==> config.mk <==
export PLATFORM = sky130hd
export DESIGN_NAME = issue_window
export DESIGN_NICKNAME = d
export VERILOG_FILES = /design/src/rtl/issue_window_pkg.sv /design/src/rtl/issue_window_hazard.sv /design/src/rtl/issue_window.sv
export SDC_FILE = /design/constraint.sdc
export NUM_CORES = 2
export LEC_CHECK = 0
export BUFFER_PORTS_ARGS = -buffer_cell sky130_fd_sc_hd__clkbuf_2
export CORE_AREA = 2 2 260 262
export DETAILED_ROUTE_END_ITERATION = 12
export DIE_AREA = 0 0 262 264
export PLACE_DENSITY_LB_ADDON = 0.25
export SLEW_MARGIN = 20
export SYNTH_ARGS = -nofsm -noshare
export SYNTH_HDL_FRONTEND = slang
export SYNTH_SLANG_ARGS = --single-unit
export TNS_END_PERCENT = 50
==> constraint.sdc <==
create_clock -name clk_i -period 5.08 [get_ports clk_i]
set_input_delay 0.254 -clock clk_i [delete_from_list [all_inputs] [get_ports clk_i]]
set_output_delay 0.254 -clock clk_i [all_outputs]
set_load 0.01 [all_outputs]
==> src/rtl/issue_window_pkg.sv <==
`default_nettype none
// ============================================================================
// Module      : issue_window_pkg
// Description : Shared entry type, register-zero constant and lane-mask helper
//               for the in-order issue window.
// Revision    : 1.0 - initial release
// ============================================================================
package issue_window_pkg;

    localparam logic [4:0] REG_ZERO           = 5'd0;
    localparam int         C_PAYLOAD_MAX_W    = 64;
    localparam int         C_MAX_LANES        = 8;

    typedef struct packed {
        logic [C_PAYLOAD_MAX_W-1:0] payload;
        logic [4:0]                 rd;
        logic [4:0]                 rs1;
        logic [4:0]                 rs2;
        logic                       we;
    } issue_window_entry_t;

    // Length of the run of ones starting at bit 0; equals popcount for packed masks.
    function automatic logic [3:0] popcount_prefix(input logic [C_MAX_LANES-1:0] mask);
        logic [3:0] n;
        logic       run;
        n   = '0;
        run = 1'b1;
        for (int i = 0; i < C_MAX_LANES; i++) begin
            run = run & mask[i];
            n   = n + {3'b000, run};
        end
        return n;
    endfunction

endpackage
`default_nettype wire

==> src/rtl/issue_window_hazard.sv <==
`default_nettype none
// ============================================================================
// Module      : issue_window_hazard
// Description : Combinational intra-group RAW check; masks issue candidates.
// Revision    : 1.0 - initial release
// ============================================================================
module issue_window_hazard
    import issue_window_pkg::*;
#(
    parameter int ISSUE_W = 2
) (
    input  issue_window_entry_t [ISSUE_W-1:0] entries_i,
    input  logic [ISSUE_W-1:0]                cand_i,
    output logic [ISSUE_W-1:0]                valid_o,
    output logic                              stall_o
);

    logic [ISSUE_W-1:0] w_conflict;
    logic               w_clear;
    logic               w_unused_fields;

    // Payloads, last-lane rd and lane-0 sources never feed the check.
    assign w_unused_fields = ^entries_i;

    always_comb begin
        w_conflict = '0;
        for (int k = 1; k < ISSUE_W; k++) begin
            for (int j = 0; j < k; j++) begin
                if (entries_i[j].we && (entries_i[j].rd != REG_ZERO) &&
                    ((entries_i[j].rd == entries_i[k].rs1) ||
                     (entries_i[j].rd == entries_i[k].rs2))) begin
                    w_conflict[k] = 1'b1;
                end
            end
        end
    end

    // A conflict on lane k holds back k and every younger lane.
    always_comb begin
        valid_o = '0;
        w_clear = 1'b0;
        for (int k = 0; k < ISSUE_W; k++) begin
            w_clear    = w_clear | w_conflict[k];
            valid_o[k] = cand_i[k] & ~w_clear;
        end
    end

    assign stall_o = |(cand_i & ~valid_o);

endmodule
`default_nettype wire

==> src/rtl/issue_window.sv <==
`default_nettype none
// ============================================================================
// Module      : issue_window
// Description : Multi-wide in-order issue buffer (circular, DEPTH entries)
//               with intra-group RAW hold-back and full flush.
// Options     : ISSUE_WINDOW_STALL_CNT_EN adds hazard_stall_cnt_o.
// Revision    : 1.0 - initial release
// ============================================================================
module issue_window
    import issue_window_pkg::*;
#(
    parameter int DEPTH     = 8,
    parameter int DEC_W     = 2,
    parameter int ISSUE_W   = 2,
    parameter int PAYLOAD_W = 64
) (
    input  logic                                clk_i,
    input  logic                                rst_i,
    input  logic                                flush_i,
    input  logic [DEC_W-1:0]                    in_valid_i,
    output logic                                in_ready_o,
    input  logic [DEC_W-1:0][PAYLOAD_W-1:0]     in_payload_i,
    input  logic [DEC_W-1:0][4:0]               in_rd_i,
    input  logic [DEC_W-1:0][4:0]               in_rs1_i,
    input  logic [DEC_W-1:0][4:0]               in_rs2_i,
    input  logic [DEC_W-1:0]                    in_we_i,
    output logic [ISSUE_W-1:0]                  out_valid_o,
    input  logic [ISSUE_W-1:0]                  out_ack_i,
    output logic [ISSUE_W-1:0][PAYLOAD_W-1:0]   out_payload_o,
    output logic [$clog2(DEPTH):0]              count_o,
    output logic                                empty_o
`ifdef ISSUE_WINDOW_STALL_CNT_EN
    ,
    output logic [31:0]                         hazard_stall_cnt_o
`endif
);

    localparam int C_PTR_W = $clog2(DEPTH);
    localparam int C_CNT_W = C_PTR_W + 1;

    issue_window_entry_t                r_mem_q [DEPTH];
    issue_window_entry_t                w_mem_d [DEPTH];
    logic [C_PTR_W-1:0]                 r_head_q, w_head_d;
    logic [C_PTR_W-1:0]                 r_tail_q, w_tail_d;
    logic [C_CNT_W-1:0]                 r_count_q, w_count_d;
    logic [C_CNT_W-1:0]                 w_free;
    logic [C_CNT_W-1:0]                 w_push_n;
    logic [C_CNT_W-1:0]                 w_pop_n;
    logic                               w_push;
    issue_window_entry_t [ISSUE_W-1:0]  w_head_ent;
    logic [ISSUE_W-1:0]                 w_cand;
    logic                               w_hazard_stall;

    // Readiness uses only the registered count: a same-cycle pop never frees space.
    assign w_free     = C_CNT_W'(DEPTH) - r_count_q;
    assign in_ready_o = (w_free >= C_CNT_W'(DEC_W));
    assign w_push     = in_ready_o && in_valid_i[0] && !flush_i;
    assign w_push_n   = w_push ? C_CNT_W'(popcount_prefix(C_MAX_LANES'(in_valid_i))) : '0;
    assign w_pop_n    = flush_i ? '0 : C_CNT_W'(popcount_prefix(C_MAX_LANES'(out_ack_i)));

    always_comb begin
        w_head_d  = r_head_q + C_PTR_W'(w_pop_n);
        w_tail_d  = r_tail_q + C_PTR_W'(w_push_n);
        w_count_d = r_count_q + w_push_n - w_pop_n;
        if (flush_i) begin
            w_head_d  = '0;
            w_tail_d  = '0;
            w_count_d = '0;
        end
    end

    always_comb begin
        w_mem_d = r_mem_q;
        for (int l = 0; l < DEC_W; l++) begin
            if (w_push && in_valid_i[l]) begin
                w_mem_d[r_tail_q + C_PTR_W'(l)] = '{
                    payload: C_PAYLOAD_MAX_W'(in_payload_i[l]),
                    rd:      in_rd_i[l],
                    rs1:     in_rs1_i[l],
                    rs2:     in_rs2_i[l],
                    we:      in_we_i[l]
                };
            end
        end
    end

    // Oldest entry sits on lane 0; pointer arithmetic wraps since DEPTH is a power of two.
    always_comb begin
        w_head_ent    = '0;
        w_cand        = '0;
        out_payload_o = '0;
        for (int k = 0; k < ISSUE_W; k++) begin
            w_head_ent[k]    = r_mem_q[r_head_q + C_PTR_W'(k)];
            w_cand[k]        = (C_CNT_W'(k) < r_count_q);
            out_payload_o[k] = PAYLOAD_W'(w_head_ent[k].payload);
        end
    end

    issue_window_hazard #(
        .ISSUE_W   (ISSUE_W)
    ) u_hazard (
        .entries_i (w_head_ent),
        .cand_i    (w_cand),
        .valid_o   (out_valid_o),
        .stall_o   (w_hazard_stall)
    );

    always_ff @(posedge clk_i) begin
        if (rst_i) begin
            r_head_q  <= '0;
            r_tail_q  <= '0;
            r_count_q <= '0;
        end else begin
            r_head_q  <= w_head_d;
            r_tail_q  <= w_tail_d;
            r_count_q <= w_count_d;
        end
    end

    always_ff @(posedge clk_i) begin
        r_mem_q <= w_mem_d;
    end

    assign count_o = r_count_q;
    assign empty_o = (r_count_q == '0);

`ifdef ISSUE_WINDOW_STALL_CNT_EN
    logic [31:0] r_stall_cnt_q;
    logic [31:0] w_stall_cnt_d;

    // Saturating; survives flush and clears only on reset.
    always_comb begin
        w_stall_cnt_d = r_stall_cnt_q;
        if (w_hazard_stall && (r_stall_cnt_q != '1)) begin
            w_stall_cnt_d = r_stall_cnt_q + 32'd1;
        end
    end

    always_ff @(posedge clk_i) begin
        if (rst_i) begin
            r_stall_cnt_q <= '0;
        end else begin
            r_stall_cnt_q <= w_stall_cnt_d;
        end
    end

    assign hazard_stall_cnt_o = r_stall_cnt_q;
`else
    logic w_stall_unused;
    assign w_stall_unused = w_hazard_stall;
`endif

    a_in_valid_packed: assert property (@(posedge clk_i) disable iff (rst_i)
        ((in_valid_i & (in_valid_i + DEC_W'(1))) == '0));

    a_ack_packed: assert property (@(posedge clk_i) disable iff (rst_i)
        ((out_ack_i & (out_ack_i + ISSUE_W'(1))) == '0));

    a_ack_within_valid: assert property (@(posedge clk_i) disable iff (rst_i)
        ((out_ack_i & ~out_valid_o) == '0));

endmodule
`default_nettype wire
==> flow_summary_export.csv <==
group,metric,value,unit
critical_path,critical_path_class,"flip-flop to primary output",
yosys,synth_common_cells,"mux2i_1 (654), dfxtp_1 (650), nor2_1 (326), nand2_1 (324), a21oi_1 (322)",
layout,fillers,5517,
floorplan,start_util,54.5,%
critical_path,cp_top_family,"multiplexers",
critical_path,cp.arrival,4.06,ns
floorplan,die-height,264,um
floorplan,die_area,0.0692,mm^2
clock_network,cts.clk_slew.worst_paths,0.06,ns
pwr,irDropWorstVdd,0.280,mV
critical_path,path_cells,"buf_4 > mux4_2 > mux2i_1 > a41oi_1 > mux2_2 > a32o_1 > a21oi_1 > clkbuf_2",
sta,fin_tns_setup,0,ns
drt,drt-initial-drc-count,2418,
clock_network,clk_latency,0.63,ns
floorplan,coreArea,0.0666,mm^2
yosys,synth-edff-count,0,
clock_network,cts_sinks,650,
status,status,"finished clean",
drt,post-route-drc-count,0,
floorplan,io_pins,303,
yosys,syn_area,0.0363,mm^2
placement,gp_congestion,0.783,
layout,drive_gt1_share,24.9,%
sta,drv_slew,0,
sta,tightest_slew,1.06,ns
sta,layout_min_cycle_time,4.32,ns
critical_path,critPathCaptureType,"primary output",
yosys,avgSynthCellArea,10.2,um^2
yosys,yosys.area.top_type,"dfxtp_1",
yosys,ys_seq_elements,650,
hold_path,holdCritPathClass,"primary input to flip-flop",
yosys,synthTopCellsByArea,"dfxtp_1 (36%), mux2i_1 (18%), mux4_2 (18%), a21oi_1 (4.4%), mux2_2 (4.0%)",
yosys,ys_warn_count,0,
global_route,grt_max_degree,149,
yosys,synth_top_area_share,35.9,%
clock_network,cts_buffer_depth,3,
sta,max_freq,232,MHz
pwr,pwr_density_cell,385,mW/mm^2
global_route,grt_antenna_before_repair,14,
yosys,synth_cells,3565,
critical_path,cp_max_fo,41,
global_route,overflow,0,
yosys,synthArstFlopShare,0,%
clock_network,cts_tree,"built",
layout,syn2layout_area_growth,11.9,%
critical_path,path_buf_inv,2,
pwr,power,15.6,mW
global_route,grt_pass1_vias,26400,
drt,dr.pass1.iters,6,
sta,finalHoldViolCount,0,
drt,antenna_left,0,
global_route,grt_pass1_wl,157000,um
yosys,ys_types,45,
clock_network,postCtsSetupRepairBufs,0,
pwr,cellLeakagePower,16.6,nW
placement,io_buffers,302,
critical_path,worstSetupStartpointType,"flip-flop",
drt,wl,103000,um
yosys,ys.flop_type,"dfxtp_1",
sta,finalSetupViolCount,0,
drt,viasPerCell,6.04,
sta,skew,0.0304,ns
placement,dpl.hpwl,59100,um
sta,rsz0062_at_grt,"false",
yosys,syn-num-nets,3747,
yosys,yosysMostFrequentCell,"mux2i_1",
layout,final_util,61.0,%
floorplan,die_w,262,um
critical_path,slowest_delay,0.75,ns
floorplan,core.rowCount,95,
critical_path,crit_required,4.83,ns
layout,nNetsFinal,3808,
clock_network,cts_buffers,74,
drt,wl_per_cell,22.7,um
sta,fin_crit_sh,85.0,%
critical_path,crit_path_top_delay_cell,"buf_4",
flow_run,cap_viol_max_count,0,
sta,slew_headroom,29.3,%
yosys,yosysSeqAreaShare,35.9,%
global_route,gr-usage-all-layers,29.4,%
clock_network,cts-root-buf,"clkbuf_16",
clock_network,htreeDepth,3,
drt,vias,27531,
cells in the final DEF (no fill, tap or decap), types with 16 or more instances in the layout:
| cell type | n |
|---|---|
| mux2i_1 | 654 |
| dfxtp_1 | 647 |
| nor2_1 | 326 |
| nand2_1 | 324 |
| a21oi_1 | 322 |
| clkbuf_2 | 302 |
| mux4_2 | 290 |
| o21ai_0 | 178 |
| o21ai_1 | 143 |
| mux2_2 | 130 |
| dlygate4sd3_1 | 81 |
| clkbuf_16 | 76 |
| buf_4 | 37 |
| clkbuf_1 | 16 |
path summary, 6_finish.rpt:
kind                          to  cells after the start  slack [ns]        startpoint
hold reg to reg     r_mem_q[255]                      2        0.53      r_mem_q[255]
setup reg to reg     r_mem_q[72]                      9        1.69        count_o[1]
hold / removal      r_mem_q[143]                      3        0.03  in_payload_i[47]
setup / recovery  out_valid_o[1]                      8        0.76       r_head_q[1]
state kept, by name (all words and copies together) (netlist names):
name / count
r_mem_q: 640
r_tail_q: 3
r_head_q: 3
count_o: 4
routing by layer:
layer	up-vias	part of all wire, %	track usage, %
li1	12931	-	-
met1	13423	42	39.2
met2	971	48	48.5
met3	194	6.9	4.49
met4	12	2.8	10.5
met5	-	0.072	0
kinds of logic after synthesis:
| logic type | count (synthesis) | share of synthesized area [%] |
|---|---|---|
| mux | 1075 | 40.1 |
| xor+xnor | 18 | 0.455 |
| simple gates | 692 | 7.52 |
| buf+inv | 465 | 6.32 |
| fa+ha+maj | 15 | 0.600 |
| compound gates | 650 | 9.12 |
| flops | 650 | 35.9 |
cell type report:
type / count / area (um^2) / share of cell area, %
Clock inverter: 22 / 248 / 0.610
Tap cell: 873 / 1090 / 2.69
Inverter: 15 / 56.3 / 0.139
Timing Repair Buffer: 435 / 2900 / 7.14
Clock buffer: 106 / 2150 / 5.31
Multi-Input combinational cell: 2450 / 21100 / 52.0
Sequential cell: 650 / 13000 / 32.1
Antenna cell: 8 / 20.0 / 0.0493
worst min-delay path: stages:
cell      delay, ns
clkbuf_2       0.17
mux2i_1        0.10
o21ai_1        0.10
where the power goes:
group / switching [mW] / internal (mW) / total (mW) / leakage [nW]
combinational: 1.62 / 1.97 / 3.58 / 10.1
clock: 2.22 / 3.15 / 5.38 / 1.19
sequential: 0.640 / 6.03 / 6.67 / 5.34
total: 4.48 / 11.2 / 15.6 / 16.6
stage by stage:
step | area, um^2 | hold WS, ns | worst slack [ns] | instances
2_1_floorplan | 36300 | 0.484 | 2.04 | 3565
3_3_place_gp | 37400 | 0.497 | 1.30 | 4342
3_5_place_dp | 37400 | 0.510 | 1.29 | 4342
4_1_cts | 40600 | 0.00267 | 0.640 | 4551
5_1_grt | 40600 | 0.0389 | 0.449 | 4558
6_report | 40600 | 0.0275 | 0.763 | 4559
repair_timing:
action,in CTS,in global routing
hold endpoints to repair,615,0
hold buffers,81,0
gates resized for setup,0,0
(Power assumes the default switching activity.)
